--- src/rtl/axi_lite_reg_slave.sv ---
// axi_lite_reg_slave: AXI4-Lite responder with three read/write registers and a committed-write counter
// Ports: ACLK, ARESETn (synchronous, active-low); AW*/W*/B* write channels; AR*/R* read channels;
//        reg0_o..reg2_o live values of the read/write registers. Register 3 reads the write counter.
module axi_lite_reg_slave #(
    parameter logic [31:0] REG_RESET = 32'h0000_0000
) (
    input  logic        ACLK,
    input  logic        ARESETn,
    input  logic [3:0]  AWADDR,
    input  logic        AWVALID,
    output logic        AWREADY,
    input  logic [31:0] WDATA,
    input  logic        WVALID,
    output logic        WREADY,
    output logic [1:0]  BRESP,
    output logic        BVALID,
    input  logic        BREADY,
    input  logic [3:0]  ARADDR,
    input  logic        ARVALID,
    output logic        ARREADY,
    output logic [31:0] RDATA,
    output logic [1:0]  RRESP,
    output logic        RVALID,
    input  logic        RREADY,
    output logic [31:0] reg0_o,
    output logic [31:0] reg1_o,
    output logic [31:0] reg2_o
);
    logic        r_aw_held, r_w_held, r_bvalid, r_rvalid;
    logic [1:0]  r_aw_sel, r_bresp;
    logic [31:0] r_wdata, r_rdata, r_count, r_reg0, r_reg1, r_reg2;
    logic        w_aw_hs, w_w_hs, w_ar_hs, w_commit, w_wr_ok;
    logic [31:0] w_rd_mux;
    logic        w_unused;

    assign AWREADY  = !r_aw_held && !r_bvalid;
    assign WREADY   = !r_w_held && !r_bvalid;
    assign ARREADY  = !r_rvalid;
    assign w_aw_hs  = AWVALID && AWREADY;
    assign w_w_hs   = WVALID && WREADY;
    assign w_ar_hs  = ARVALID && ARREADY;
    assign w_commit = r_aw_held && r_w_held;
    assign w_wr_ok  = r_aw_sel != 2'd3;
    // Captured from the pre-edge register values, so a same-edge commit is not visible to the read
    assign w_rd_mux = ARADDR[3:2] == 2'd0 ? r_reg0 :
                      ARADDR[3:2] == 2'd1 ? r_reg1 :
                      ARADDR[3:2] == 2'd2 ? r_reg2 : r_count;
    assign w_unused = ^{AWADDR[1:0], ARADDR[1:0]};
    assign BVALID   = r_bvalid;
    assign BRESP    = r_bresp;
    assign RVALID   = r_rvalid;
    assign RDATA    = r_rdata;
    assign RRESP    = 2'b00;
    assign reg0_o   = r_reg0;
    assign reg1_o   = r_reg1;
    assign reg2_o   = r_reg2;

    always_ff @(posedge ACLK) begin
        if (!ARESETn) begin
            r_aw_held <= 1'b0;
            r_w_held  <= 1'b0;
            r_aw_sel  <= 2'd0;
            r_wdata   <= 32'd0;
            r_bvalid  <= 1'b0;
            r_bresp   <= 2'b00;
            r_count   <= 32'd0;
            r_reg0    <= REG_RESET;
            r_reg1    <= REG_RESET;
            r_reg2    <= REG_RESET;
        end else begin
            if (w_aw_hs) begin
                r_aw_held <= 1'b1;
                r_aw_sel  <= AWADDR[3:2];
            end
            if (w_w_hs) begin
                r_w_held <= 1'b1;
                r_wdata  <= WDATA;
            end
            // Both halves held: the ready terms are low, so no new handshake competes with this clear
            if (w_commit) begin
                r_aw_held <= 1'b0;
                r_w_held  <= 1'b0;
                r_bvalid  <= 1'b1;
                r_bresp   <= w_wr_ok ? 2'b00 : 2'b10;
                r_count   <= w_wr_ok ? r_count + 32'd1 : r_count;
                r_reg0    <= r_aw_sel == 2'd0 ? r_wdata : r_reg0;
                r_reg1    <= r_aw_sel == 2'd1 ? r_wdata : r_reg1;
                r_reg2    <= r_aw_sel == 2'd2 ? r_wdata : r_reg2;
            end else if (r_bvalid && BREADY) begin
                r_bvalid <= 1'b0;
            end
        end
    end

    always_ff @(posedge ACLK) begin
        if (!ARESETn) begin
            r_rvalid <= 1'b0;
            r_rdata  <= 32'd0;
        end else if (w_ar_hs) begin
            r_rvalid <= 1'b1;
            r_rdata  <= w_rd_mux;
        end else if (r_rvalid && RREADY) begin
            r_rvalid <= 1'b0;
        end
    end
endmodule

--- config.mk ---
export PLATFORM = sky130hd
export DESIGN_NAME = axi_lite_reg_slave
export DESIGN_NICKNAME = d
export VERILOG_FILES = /design/src/rtl/axi_lite_reg_slave.sv
export SDC_FILE = /design/constraint.sdc
export NUM_CORES = 1
export LEC_CHECK = 0
export ABC_CLOCK_PERIOD_IN_PS = 4570
export BUFFER_PORTS_ARGS = -buffer_cell sky130_fd_sc_hd__buf_2
export CAP_MARGIN = 30
export CORE_MARGIN = 2
export CORE_UTILIZATION = 36
export DETAILED_ROUTE_END_ITERATION = 12
export SLEW_MARGIN = 20
export SYNTH_ARGS = -nofsm -noshare
export SYNTH_HDL_FRONTEND = slang
export SYNTH_SLANG_ARGS = --single-unit
--- constraint.sdc ---
create_clock -name ACLK -period 4.57 [get_ports ACLK]
set_input_delay 0.2285 -clock ACLK [delete_from_list [all_inputs] [get_ports ACLK]]
set_output_delay 0.2285 -clock ACLK [all_outputs]
set_load 0.05 [all_outputs]
==> flow_summary_export.csv <==
group,metric,value,unit
die,core_region_area,0.0220,mm^2
timing,hold_viol,0,
cts,htree_levels,4,
cts,clk_latency,0.43,ns
timing,fin_ws,2.21,ns
timing,fin_tns_setup,0,ns
synthesis,synthCells,964,
die,io_pins,184,
critical_path,path_class,"register to register",
global_routing,use_met3,0.0496,
routing,drtAntennaViolNets,0,
synthesis,async_reset_ff_frac,0,
cts,post_cts_buffers,0,
synthesis,synth_area_leaders,"dfxtp_1 (49%), nand2_1 (16%), a21oi_1 (11%)",
die,die_w,154,um
routing,first_pass_iters,5,
critical_path,setup.worst_path.start_class,"register",
placed_design,post-dp-hpwl,16.3,mm
timing,fmax,0.424,GHz
final_layout,fin_nets,1149,
pwr,clkPwrFrac,0.427,
placed_design,io_buffers,176,
routing,vias,7190,
die,fp.dieArea,0.0237,mm^2
critical_path,cp-end-kind,"register",
synthesis,synthFlopType,"dfxtp_1",
global_routing,antenna_found_initial,0,
synthesis,avgSynthCellArea,8.41,um^2
status,status,"finished, final reports clean",
timing,fin_crit,2.36,ns
synthesis,yosysMostFrequentCell,"nand2_1",
routing,drt_iter0_markers,544,
global_routing,use_met1,0.272,
synthesis,synthTopCellsByCount,"nand2_1 (339), dfxtp_1 (199), a21oi_1 (180), clkbuf_1 (63), mux4_2 (32)",
synthesis,synth.ff_latch_count,199,
routing,wl,24.2,mm
final_layout,final_util,0.445,
critical_path,crit_fanout,27,
cts,numCtsBuffers,17,
cts,clock_tree.buffer_depth,2,
pwr,power.total,0.00352,W
synthesis,synth_top_area_frac,0.491,
die,die_y,154,um
pwr,ir_drop,0.000204,V
worst_hold_path,hold_start,"WDATA[25]",
pwr,internal_power,0.00260,W
global_routing,grtUsageMet2,0.324,
cts,cts.root.buffer_cell,"clkbuf_16",
final_layout,layout-drive-gt1-share,0.236,
critical_path,required,4.92,ns
pwr,switching_share,0.261,
critical_path,path_cells,"and4_1 -> nand3_1 -> or4_1 -> a21oi_1",
timing,drv_slew,0,
global_routing,grt_start_max_net_pins,104,
timing,post-route-period-util,0.516,
global_routing,grt_overflow,0,
cts,cts_sinks,199,
cts,ctsHoldBuffers,1,
routing,drc,0,
placed_design,place_ws,2.25,ns
critical_path,worstReg2RegStart,"r_count[8]$_SDFFE_PN0P_",
cts,cts_resized,0,
critical_path,critPathSlowestCell,"or4_1",
synthesis,ys_seq_area_frac,0.491,
synthesis,synth_edf_count,0,
global_routing,gr-max-usage-layer,"met2",
cts,cts_tree,"yes",
synthesis,synth_area,0.00811,mm^2
cts,path_clk_slew,0.08,ns
global_routing,grt_pass1_wl,37.8,mm
timing,rsz0062_at_grt,"no",
final_layout,syn_to_final_growth,20.4,%
synthesis,synth_top_cell_by_area,"dfxtp_1",
timing,finClkSkew,0.00862,ns
pwr,p_per_area,361,mW/mm^2
critical_path,crit_arrival,2.71,ns
pwr,p_seq_frac,0.509,
pwr,p_leak,3.70,nW
global_routing,grt_usage,0.204,
global_routing,grt_pass1_vias,6757,
timing,slew_headroom,0.400,
pwr,combinationalPowerShare,0.064,
critical_path,slowest_delay,0.72,ns
synthesis,ys_warn_count,0,
timing,tightest_slew,0.900,ns
timing,setup_viol,0,
pwr,switching_power,0.000920,W
critical_path,cp-startpoint,"r_count[8]$_SDFFE_PN0P_",
job,cap_violations,0,
die,row_count,54,
synthesis,ys_types,40,
placed_design,gp_congestion,0.797,
final_layout,diodes,0,
routing,wl_per_cell,17.3,um
worst_hold_path,hp-class,"primary input to register",
final_layout,n_fill_cell,2194,
die,start_util,0.369,
routing,avgViaCountPerCell,5.16,
==> cell usage in the layout (no fill, tap or decap), types with 8 or more instances in the layout <==
| cell | instances |
|---|---|
| nand3_1 | 12 |
| dfxtp_1 | 199 |
| clkbuf_16 | 17 |
| mux4_2 | 32 |
| nor4_1 | 8 |
| buf_2 | 176 |
| o31ai_1 | 12 |
| nand2_1 | 339 |
| buf_4 | 15 |
| nor2_1 | 14 |
| nand4_1 | 10 |
| a21oi_1 | 180 |
| or4_1 | 12 |
==> sequential cells by signal (all words and copies together), names as in the netlist <==
register and cells:
reg2_o 32, RVALID 1, BRESP 1, r_w_held 1, reg0_o 32, r_aw_held 1, reg1_o 32, r_count 32
BVALID 1, r_aw_sel 2, r_wdata 32, RDATA 32
==> final timing paths <==
kind / endpoint / slack [ns] / depth (start not counted)
worst max register to register: r_count[21]$_SDFFE_PN0P_ / 2.21 / 4
worst min register to register: RDATA[15]$_SDFFE_PN0P_ / 0.45 / 2
worst min-delay path: r_wdata[25]$_SDFFE_PN0P_ / 0.02 / 3
worst max-delay path: r_count[21]$_SDFFE_PN0P_ / 2.21 / 4
==> worst max-delay path: cells and delay by family, from the launching register on <==
family          cells  cell delay, ns
flops               1            0.46
simple gates        3            1.67
compound gates      1            0.15
==> cell families after synthesis <==
family	Yosys count	synth area share
adders and majority gates	1	0.00154
muxes	39	0.0975
buffers and inverters	82	0.0420
other	1	0.000462
DFF	199	0.491
AOI/OAI and AO/OA	204	0.132
xor gates and xnor gates	7	0.00756
and+or+nand+nor	431	0.227
==> routing by layer <==
| metal | vias to the layer above | part of all wire |
|---|---|---|
| met2 | 233 | 0.45 |
| met4 | 0 | 0.022 |
| met1 | 3368 | 0.45 |
| met3 | 28 | 0.075 |
| li1 | 3561 | - |
| met5 | - | 0 |
==> power by group through the flow <==
stage | Combinational (W) | Sequential [W] | Clock [W]
floorplan | 0.000142 | 0.00184 | 0
global placement | 0.000228 | 0.00183 | 0
detailed placement | 0.000228 | 0.00183 | 0
CTS | 0.000229 | 0.00179 | 0.00154
global route | 0.000248 | 0.00180 | 0.00162
finish | 0.000225 | 0.00179 | 0.00150
==> layout make-up <==
type,instances,area [um^2],share of cell area
clock buffer,17,425,0.0436
clock inverter,15,164,0.0168
inverter,6,27.5,0.00282
multi-input combinational,685,3810,0.390
sequential,199,3980,0.408
tap,280,350,0.0359
timing repair buffer,192,1000,0.103
==> through the flow <==
stage          hold slack [ns]  instance area [um^2]  cells
2_1_floorplan            0.328                  8120    966
3_3_place_gp             0.414                  9170   1361
3_5_place_dp             0.419                  9170   1361
4_1_cts                0.00701                  9760   1394
5_1_grt                0.00554                  9760   1394
6_report                0.0191                  9760   1394
No activity file was read; power rests on OpenSTA's default activity.
